$ cat src/rtl/router_pkg.sv
// Shared types and defaults for the router control FSM and its wait timer.
package router_pkg;

  localparam int STATE_W          = 4;
  localparam int WAIT_CNT_W       = 8;
  localparam int DEF_NUM_CH       = 3;
  localparam int DEF_ADDR_W       = 2;
  localparam int DEF_WAIT_TIMEOUT = 32;

  typedef enum logic [STATE_W-1:0] {
    DECODE_ADDRESS,
    LOAD_FIRST_DATA,
    WAIT_TILL_EMPTY,
    LOAD_DATA,
    LOAD_PARITY,
    FIFO_FULL_STATE,
    LOAD_AFTER_FULL,
    CHECK_PARITY_ERROR,
    DROP_PKT
  } state_t;

endpackage

$ cat src/rtl/router_wait_timer.sv
// Saturating cycle counter bounding how long the router waits for a busy FIFO.
module router_wait_timer
  import router_pkg::*;
#(
  parameter int WAIT_TIMEOUT = DEF_WAIT_TIMEOUT
) (
  input  logic clock,
  input  logic reset,
  input  logic clear,
  input  logic enable,
  output logic expired
);

  localparam logic [WAIT_CNT_W-1:0] LIMIT = WAIT_CNT_W'(WAIT_TIMEOUT - 1);

  logic [WAIT_CNT_W-1:0] cnt;

  function automatic logic [WAIT_CNT_W-1:0] sat_inc(input logic [WAIT_CNT_W-1:0] v);
    return (v == {WAIT_CNT_W{1'b1}}) ? v : v + 1'b1;
  endfunction

  always_ff @(posedge clock) begin
    if (reset || clear) begin
      cnt <= '0;
    end else if (enable) begin
      cnt <= sat_inc(cnt);
    end
  end

  assign expired = (cnt >= LIMIT);

endmodule

$ cat src/rtl/router_ctrl_fsm.sv
// Packet router control FSM: header decode, FIFO write sequencing and drop handling.
// Define ROUTER_WAIT_TIMEOUT_EN to bound WAIT_TILL_EMPTY and raise timeout_err.
module router_ctrl_fsm
  import router_pkg::*;
#(
  parameter int NUM_CH       = DEF_NUM_CH,
  parameter int ADDR_W       = DEF_ADDR_W,
  parameter int WAIT_TIMEOUT = DEF_WAIT_TIMEOUT
) (
  input  logic              clock,
  input  logic              reset,
  input  logic              pkt_valid,
  input  logic              parity_done,
  input  logic              fifo_full,
  input  logic              low_pkt_valid,
  input  logic [NUM_CH-1:0] fifo_empty,
  input  logic [NUM_CH-1:0] soft_reset,
  input  logic [ADDR_W-1:0] data_in,
  output logic              busy,
  output logic              detect_add,
  output logic              lfd_state,
  output logic              ld_state,
  output logic              laf_state,
  output logic              full_state,
  output logic              write_enb_reg,
  output logic              rst_int_reg,
  output logic              drop_state,
  output logic              timeout_err,
  output logic [NUM_CH-1:0] dest_sel
);

  if (NUM_CH < 2 || NUM_CH > 16 || (2 ** ADDR_W) < NUM_CH) begin : g_bad_ch
    $error("router_ctrl_fsm: NUM_CH/ADDR_W out of range");
  end
  if (WAIT_TIMEOUT < 1 || WAIT_TIMEOUT > 255) begin : g_bad_timeout
    $error("router_ctrl_fsm: WAIT_TIMEOUT out of range");
  end

  state_t            state;
  state_t            next_state;
  logic [ADDR_W-1:0] addr_q;
  logic              addr_ok;
  logic              hdr_empty;
  logic              cur_empty;
  logic              cur_soft;
  logic              expired;

  // Channel lookups by comparison so out-of-range headers never index past NUM_CH.
  always_comb begin
    addr_ok   = (int'(data_in) < NUM_CH);
    hdr_empty = 1'b0;
    cur_empty = 1'b0;
    cur_soft  = 1'b0;
    for (int i = 0; i < NUM_CH; i++) begin
      if (data_in == ADDR_W'(i)) hdr_empty = fifo_empty[i];
      if (addr_q == ADDR_W'(i)) begin
        cur_empty = fifo_empty[i];
        cur_soft  = soft_reset[i];
      end
    end
  end

  always_ff @(posedge clock) begin
    if (reset) begin
      state  <= DECODE_ADDRESS;
      addr_q <= '0;
    end else begin
      state <= next_state;
      if (state == DECODE_ADDRESS && pkt_valid) addr_q <= data_in;
    end
  end

  always_comb begin
    next_state = state;
    unique case (state)
      DECODE_ADDRESS: begin
        if (pkt_valid) begin
          if (!addr_ok)       next_state = DROP_PKT;
          else if (hdr_empty) next_state = LOAD_FIRST_DATA;
          else                next_state = WAIT_TILL_EMPTY;
        end
      end
      LOAD_FIRST_DATA: next_state = LOAD_DATA;
      WAIT_TILL_EMPTY: begin
        if (cur_empty)    next_state = LOAD_FIRST_DATA;
        else if (expired) next_state = DROP_PKT;
      end
      LOAD_DATA: begin
        if (fifo_full)       next_state = FIFO_FULL_STATE;
        else if (!pkt_valid) next_state = LOAD_PARITY;
      end
      LOAD_PARITY: next_state = CHECK_PARITY_ERROR;
      FIFO_FULL_STATE: begin
        if (!fifo_full) next_state = LOAD_AFTER_FULL;
      end
      LOAD_AFTER_FULL: begin
        if (parity_done)        next_state = DECODE_ADDRESS;
        else if (low_pkt_valid) next_state = LOAD_PARITY;
        else                    next_state = LOAD_DATA;
      end
      CHECK_PARITY_ERROR: begin
        if (fifo_full) next_state = FIFO_FULL_STATE;
        else           next_state = DECODE_ADDRESS;
      end
      DROP_PKT: begin
        if (!pkt_valid) next_state = DECODE_ADDRESS;
      end
      default: next_state = DECODE_ADDRESS;
    endcase
    // Only the channel this packet targets may abort it.
    if (state != DECODE_ADDRESS && state != DROP_PKT && cur_soft) begin
      next_state = DECODE_ADDRESS;
    end
  end

`ifdef ROUTER_WAIT_TIMEOUT_EN
  router_wait_timer #(
    .WAIT_TIMEOUT(WAIT_TIMEOUT)
  ) u_wait_timer (
    .clock  (clock),
    .reset  (reset),
    .clear  (state != WAIT_TILL_EMPTY),
    .enable (state == WAIT_TILL_EMPTY),
    .expired(expired)
  );

  always_ff @(posedge clock) begin
    if (reset) begin
      timeout_err <= 1'b0;
    end else begin
      timeout_err <= (state == WAIT_TILL_EMPTY) && (next_state == DROP_PKT);
    end
  end
`else
  assign expired     = 1'b0;
  assign timeout_err = 1'b0;
`endif

  assign detect_add    = (state == DECODE_ADDRESS);
  assign lfd_state     = (state == LOAD_FIRST_DATA);
  assign ld_state      = (state == LOAD_DATA) || (state == LOAD_PARITY);
  assign write_enb_reg = (state == LOAD_FIRST_DATA) || (state == LOAD_DATA) ||
                         (state == LOAD_PARITY);
  assign full_state    = (state == FIFO_FULL_STATE);
  assign laf_state     = (state == LOAD_AFTER_FULL);
  assign rst_int_reg   = (state == CHECK_PARITY_ERROR);
  assign drop_state    = (state == DROP_PKT);
  assign busy          = (state == LOAD_FIRST_DATA) || (state == WAIT_TILL_EMPTY) ||
                         (state == LOAD_PARITY) || (state == FIFO_FULL_STATE) ||
                         (state == LOAD_AFTER_FULL) || (state == CHECK_PARITY_ERROR);

  always_comb begin
    dest_sel = '0;
    if (state != DECODE_ADDRESS && state != DROP_PKT) begin
      for (int i = 0; i < NUM_CH; i++) dest_sel[i] = (addr_q == ADDR_W'(i));
    end
  end

endmodule
$ cat config.mk
export PLATFORM = sky130hd
export DESIGN_NAME = router_ctrl_fsm
export DESIGN_NICKNAME = d
export VERILOG_FILES = /design/src/rtl/router_pkg.sv /design/src/rtl/router_wait_timer.sv /design/src/rtl/router_ctrl_fsm.sv
export SDC_FILE = /design/constraint.sdc
export NUM_CORES = 1
export LEC_CHECK = 0
export CORE_UTILIZATION = 41
export CTS_CLUSTER_SIZE = 28
export DETAILED_ROUTE_END_ITERATION = 10
export PLACE_DENSITY = 0.86
export SYNTH_ARGS = -nofsm -noshare
export SYNTH_HDL_FRONTEND = slang
export SYNTH_SLANG_ARGS = --single-unit
$ cat constraint.sdc
create_clock -name clock -period 2.2 [get_ports clock]
set_clock_uncertainty 0.15 [all_clocks]
set_input_delay 0.33 -clock clock [delete_from_list [all_inputs] [get_ports clock]]
set_output_delay 0.33 -clock clock [all_outputs]
set_load 0.05 [all_outputs]
## Word level (Yosys, flattened, before mapping)

Index checks and enable logic that the tools add are counted.

- Word-level logic and storage cells: 60
- Register bits after elaboration: 6
- Output and inout port bits: 13

- Order comparisons: 1
- Reductions and logical operators: 17
- Eq/ne operators: 18
- Mux-type cells: 22

Operator list:

| operator | count |
|---|---|
| $pmux W4 S9 | 1 |
| $mux W4 | 7 |
| $eq A4 B3 Y1 const B | 4 |
| $mux W3 | 4 |
| $mux W1 | 9 |
| $eq A4 B2 Y1 const B | 2 |
| $logic_or A1 B1 Y1 | 8 |
| $ne A2 B2 Y1 const B | 4 |
| $reduce_and A5 Y1 | 1 |
| $eq A2 B1 Y1 const B | 2 |
| $eq A2 B2 Y1 const B | 2 |
| $eq A4 B1 Y1 const B | 1 |
| $eq A4 B4 Y1 const B | 1 |
| $logic_not A2 Y1 | 2 |
| $logic_not A4 Y1 | 1 |
| $ne A4 B4 Y1 const B | 1 |
| $reduce_bool A4 Y1 | 1 |
| $logic_and A1 B1 Y1 | 3 |
| $ne A3 B3 Y1 const B | 1 |
| $lt A2 B2 Y1 const B | 1 |
| $mux W2 | 1 |
| $reduce_or A2 Y1 | 1 |

## Depth between registers and ports, before layout

Gate-level depths: netlist (run 1).

- Depth after elaboration: 8
- Mapped depth: 6

## Worst setup path before layout (run 1)

Ideal clock, no wire load.

- Kind: register -> register
- Start: register state[2]
- End: register addr_q[0]
- Arrival time: 2.317 ns
- Library setup time: 0.119 ns
- Path slack: -0.386 ns
- Required time: 1.931 ns
- Cell stages (with the launch flop): 7
- Cell sequence: dfxtp_1 buf_6 or2_2 nor3_1 nand2_1 nand2_1 a21oi_1

- Longest elaborated chain between the ends: 2

RTL lines:

| item | line | RTL |
|---|---|---|
| from (decl) | router_ctrl_fsm.sv:39 | `state_t state;` |
| from (signal assigned) | router_ctrl_fsm.sv:68 | `state <= next_state;` |
| $logic_not A4 Y1 | n/a |  |
| via detect_add | router_ctrl_fsm.sv:20 | `output logic detect_add,` |
| $logic_and A1 B1 Y1 | router_ctrl_fsm.sv:69 | `if (state == DECODE_ADDRESS && pkt_valid) addr_q <= data_in;` |
| to (signal assigned) | router_ctrl_fsm.sv:69 |  |
| to (decl) | router_ctrl_fsm.sv:41 | `logic [ADDR_W-1:0] addr_q;` |

The timed path passes the listed nets, and every way through them passes these cells.
A chain may end at the register's enable or synchronous reset.

## Worst setup path in the final report (run 1)

- Start: register state[1]
- End: output port busy

- Longest elaborated chain between the ends: 6

RTL lines:

| item | line | RTL |
|---|---|---|
| $eq A4 B1 Y1 / $eq A4 B2 Y1 (equally long branches) | router_ctrl_fsm.sv:148 | `assign busy = (state == LOAD_FIRST_DATA) \|\| (state == WAIT_TILL_EMPTY) \|\|` |
| $logic_or A1 B1 Y1 (2 in a row) | router_ctrl_fsm.sv:148 |  |
| $logic_or A1 B1 Y1 (2 in a row) | router_ctrl_fsm.sv:149 | `(state == LOAD_PARITY) \|\| (state == FIFO_FULL_STATE) \|\|` |
| $logic_or A1 B1 Y1 * | router_ctrl_fsm.sv:150 | `(state == LOAD_AFTER_FULL) \|\| (state == CHECK_PARITY_ERROR);` |
| to (decl) | router_ctrl_fsm.sv:19 | `output logic busy,` |

Mark *: on every way between the ends. The rest lies on a longest branch, timed or not.

==> impl_metrics.tcl, run 1 <==
set metrics [dict create \
    outcome "completed" \
    core_sq_um 1370 \
    fin_crit_ns 2.08 \
    cts_root_buf "clkbuf_4" \
    routed_wl_um 1600 \
    cts_tree "yes" \
    drc_errors 0 \
    r2r-end "state[3]$_SDFFE_PP0P_" \
    via_per_inst 5.63 \
    ant_nets 0 \
    fp.dieArea_sq_um 1690 \
    holdWs_ns 0.415 \
    power_per_cell_area_nw_per_um2 1040 \
    holdCritStartpoint "addr_q[0]$_SDFFE_PP0P_" \
    synth_cell_types 35 \
    clock-sinks 6 \
    port_buffers 25 \
    drt_pass1_iterations 4 \
    power.switching_mw 0.506 \
    insertedDiodeCount 0 \
    grt_max_degree 14 \
    h-tree-depth 1 \
    ir_drop_uv 584 \
    start_util 0.458 \
    cts_max_path_buffers 2 \
    timing.rr.start "state[0]$_SDFFE_PP0P_" \
    grt_pass1_vias 619 \
    final_cell_mix "clkdlybuf4s50_1 (13), nor2_1 (11), buf_12 (11)" \
    cts_buffers 3 \
    synth_edf_count 0 \
    power_frac_seq 0.192 \
    p_leak_nw 0.381 \
    die_x_um 41.1 \
    track_usage 0.235 \
    max_freq_ghz 0.482 \
    end_kind "output pin" \
    drv_cap 0 \
    cp.arrival_ns 1.60 \
    rows 13 \
    path_clk_slew_ns 0.06 \
    ios 27 \
    insertion_delay_ns 0.25 \
    path_max_fanout 13 \
    start_kind "flop" \
    yosys_warnings 0 \
    ys_seq_elements 6 \
    route.vias.total 720 \
    ys.flop_type "dfxtp_1" \
    drt-wirelength-per-cell_um 12.5 \
    tns_ns 0 \
    swShare 0.488 \
    p_comb_frac 0.706 \
    seq_area_frac_synth 0.192 \
    grt_pass1_wl_um 2590 \
    antenna_found_initial 0 \
    synthesis.area_sq_um 626 \
    p_clk_frac 0.101 \
    area_growth_pct 59.2 \
    min_to "addr_q[0]$_SDFFE_PP0P_" \
    finalSetupViolations 0 \
    syn_nets 104 \
    cts_setup_buffers 0 \
    hold_viol 0 \
    syn_avg_cell_area_sq_um 6.95 \
    place.gp.congestion 0.798 \
    fin_crit_sh 0.944 \
    p_int_mw 0.530 \
    overflow 0 \
    die_h_um 41.1 \
    rsz0062_at_grt "no" \
    drt_iter0_drc 21 \
    async_flop_share 0 \
    nets 129 \
    min_path_cells 2 \
    drive_gt1_frac 0.230 \
    dp_hpwl_um 1270 \
    postCtsHoldBufs 0 \
    hp-class "flop to flop" \
    layout_commonest_cell "clkdlybuf4s50_1" \
    crit_required_ns 1.72 \
    drv_slew 0 \
    reg2regPathDepth 5 \
    regToRegSetupSlack_ns 0.30 \
    crit_type "flop to output pin" \
    syn_inst 90 \
]
-- area by class of cell --
type,count,area [sq um]
Multi-Input combinational cell,73,450
Tap cell,15,18.8
Sequential cell,6,120
Inverter,5,18.8
Fill cell,108,370
Timing Repair Buffer,26,365
Clock buffer,3,22.5
-- synthesized netlist by cell type, types with 2 or more instances --
master    instances  area, sq um
inv_1             5         18.8
nand3_1           4         20.0
o22ai_1           2         12.5
nand2_1           9         33.8
nand3b_1          3         22.5
a21oi_1           8         40.0
mux2i_1           3         30.0
buf_6             2         22.5
buf_4             2         15.0
dfxtp_1           6          120
nand2b_1          2         12.5
nor3_1            4         20.0
o21ai_0           5         25.0
nor3b_1           2         15.0
nor2_1           11         41.3
a31oi_1           3         18.8
-- flip-flops by register name, summed over array words and instances, names as in the netlist --
name and count:
addr_q 2, state 4
-- stage by stage --
stage	area, sq um	power [mW]	setup slack, ns	std cells	util
final	996	1.04	0.124	128	0.729
after global routing	996	1.10	0.0288	128	0.729
after CTS	991	1.03	0.106	128	0.725
after detailed placement	968	0.925	-0.0496	125	0.709
after global placement	968	0.915	0.0281	125	0.709
after floorplan	631	0.634	0.0132	90	-
-- what timing repair did --
action | 4_1_cts | 5_1_grt
resized for setup | 0 | 1
endpoints found under the setup margin | 0 | 1
endpoints found under the hold margin | 0 | 0
-- power by group through the flow --
stage	clock network, mW	logic, mW	registers (mW)
floorplan	0	0.485	0.148
global placement	0	0.719	0.196
detailed placement	0	0.727	0.197
CTS	0.105	0.731	0.196
global route	0.116	0.775	0.207
finish	0.105	0.731	0.199
-- kinds of logic after synthesis --
kind of cell	count (synthesis)	synth area share
compound gates	24	0.256
buf+inv	11	0.104
flops	6	0.192
mux	4	0.0720
other cells	1	0.00599
simple gates	44	0.370
-- worst max-delay path, stage by stage, from the launching register on --
cell and delay (ns):
dfxtp_1 0.58, or2b_1 0.31, a31oi_1 0.28, buf_12 0.18
-- per-layer routing --
metal  track usage  part of all wire
met5             0                 0
met1         0.276              0.44
met3        0.0815             0.068
met2         0.406              0.49
met4        0.0500           0.00063
-- worst max-delay path by stage --
stage	startpoint	endpoint	slack, ns	depth (start not counted)
3_5_place_dp	fifo_full	state[3]$_SDFFE_PP0P_	-0.05	6
3_3_place_gp	fifo_full	state[3]$_SDFFE_PP0P_	0.03	6
5_1_grt	state[1]$_SDFFE_PP0P_	busy	0.03	3
6_report	state[1]$_SDFFE_PP0P_	busy	0.12	3
2_1_floorplan	state[0]$_SDFFE_PP0P_	dest_sel[1]	0.01	3
4_1_cts	state[0]$_SDFFE_PP0P_	drop_state	0.11	3
Note: power is estimated with default switching activity, not from simulation.
==> run 2: changes to the inputs <==
- CORE_UTILIZATION: 41 -> 44
- PLACE_DENSITY: 0.86 -> 0.91
- clock period: 2.2 -> 2.5 ns (I/O delays scaled with it)
==> run 2 against run 1 <==
Design area is 12% lower. Combinational power is 24% lower. Total power is 24% lower. Critical path type unchanged. Critical endpoint is now detect_add. Highest routed layer is now met3.
==> impl_metrics.tcl, run 2 (synthesis gave the netlist of run 1 again) <==
set metrics [dict create \
    grt_pass1_wl_um 2530 \
    r2r-end "state[3]$_SDFFE_PP0P_" \
    hold_viol 0 \
    setup_slack_ns 0.384 \
    postCtsHoldBufs 0 \
    layout_commonest_cell "buf_4" \
    antenna_found_initial 0 \
    ios 27 \
    num-fill-cells 133 \
    final_cell_mix "buf_4 (14), clkdlybuf4s50_1 (13), nor2_1 (11)" \
    grt_pass1_vias 610 \
    path_clk_slew_ns 0.05 \
    cts_buffers 3 \
    placed_area_sq_um 848 \
    crit_type "flop to output pin" \
    insertedDiodeCount 0 \
    drt-wirelength-per-cell_um 12.2 \
    ant_nets 0 \
    fin_cells 130 \
    drt_iter0_drc 10 \
    rsz0062_at_grt "no" \
    power_per_cell_area_nw_per_um2 902 \
    insertion_delay_ns 0.24 \
    tns_ns 0 \
    largest_register_ffs 4 \
    postLayoutCellArea_sq_um 873 \
    place.gp.congestion 0.785 \
    hp-class "flop to flop" \
    cts_root_buf "clkbuf_4" \
    nets 131 \
    rows 13 \
    holdCritStartpoint "addr_q[0]$_SDFFE_PP0P_" \
    route.vias.total 736 \
    worst_pin_slew_ns 0.524 \
    total_power_mw 0.788 \
    dp.cells 127 \
    die_x_um 39.7 \
    drc_errors 0 \
    holdWs_ns 0.410 \
    routed_wl_um 1590 \
    core_sq_um 1320 \
    crit_required_ns 1.98 \
    cp.arrival_ns 1.59 \
    slew_headroom 0.648 \
    via_per_inst 5.66 \
    drv_slew 0 \
    track_usage 0.233 \
    max_freq_ghz 0.473 \
    dp_hpwl_um 1280 \
    start_util 0.475 \
    port_buffers 25 \
    ir_drop_uv 504 \
    drv_cap 0 \
    largest_registers "state x4, addr_q x2" \
    regToRegSetupSlack_ns 0.63 \
    min_path_cells 2 \
    start_kind "flop" \
    fin_crit_ns 2.12 \
    end_kind "output pin" \
    clock-sinks 6 \
    fin_crit_sh 0.846 \
    area_growth_pct 39.6 \
    min_to "addr_q[0]$_SDFFE_PP0P_" \
    h-tree-depth 1 \
    outcome "completed" \
    timing.rr.start "state[0]$_SDFFE_PP0P_" \
    die_h_um 39.7 \
    overflow 0 \
    path_max_fanout 11 \
    largest-register "state" \
    finalSetupViolations 0 \
    drt_pass1_iterations 4 \
    fin_util 0.663 \
    fp.dieArea_sq_um 1580 \
    pre_cts_slack_ns 0.237 \
    reg2regPathDepth 6 \
    drive_gt1_frac 0.226 \
    p_leak_nw 0.372 \
    cts_tree "yes" \
    grt_max_degree 13 \
    cts_max_path_buffers 2 \
]
-- run 2: layout make-up --
cell class	count	area, sq um	share of cell area
Multi-Input combinational cell	73	445	0.510
Timing Repair Buffer	28	248	0.284
Sequential cell	6	120	0.138
Clock buffer	3	22.5	0.0258
Inverter	5	18.8	0.0215
Tap cell	15	18.8	0.0215
-- run 2: how the worst max path moves through the flow --
stage,cells past startpoint,slack [ns],startpoint,to
after global placement,6,0.29,fifo_full,state[3]$_SDFFE_PP0P_
after floorplan,3,0.27,state[0]$_SDFFE_PP0P_,dest_sel[1]
after CTS,3,0.09,state[2]$_SDFFE_PP0P_,rst_int_reg
final,4,0.38,state[3]$_SDFFE_PP0P_,detect_add
after detailed placement,6,0.24,fifo_full,state[3]$_SDFFE_PP0P_
after global routing,4,0.26,state[0]$_SDFFE_PP0P_,drop_state
-- run 2: per-layer routing --
layer	share of wire	vias up	GRT usage
met4	0	0	0
met5	0	-	0
li1	-	369	-
met3	0.065	0	0.0511
met1	0.42	333	0.269
met2	0.52	34	0.451
-- run 2: worst max-delay path: stages (launching register included) --
cell,delay [ns]
dfxtp_1,0.30
buf_4,0.16
or2_2,0.32
nor3_2,0.29
buf_4,0.27
-- run 2: timing repair --
action | CTS | global route
gates resized for setup | 0 | 1
setup endpoints to repair | 0 | 1
setup buffers | 0 | 0
-- run 2: report_power, final --
part           switching, mW  internal, mW
Sequential            0.0233         0.117
Clock                 0.0349        0.0543
Combinational          0.361         0.198
Total                  0.419         0.369
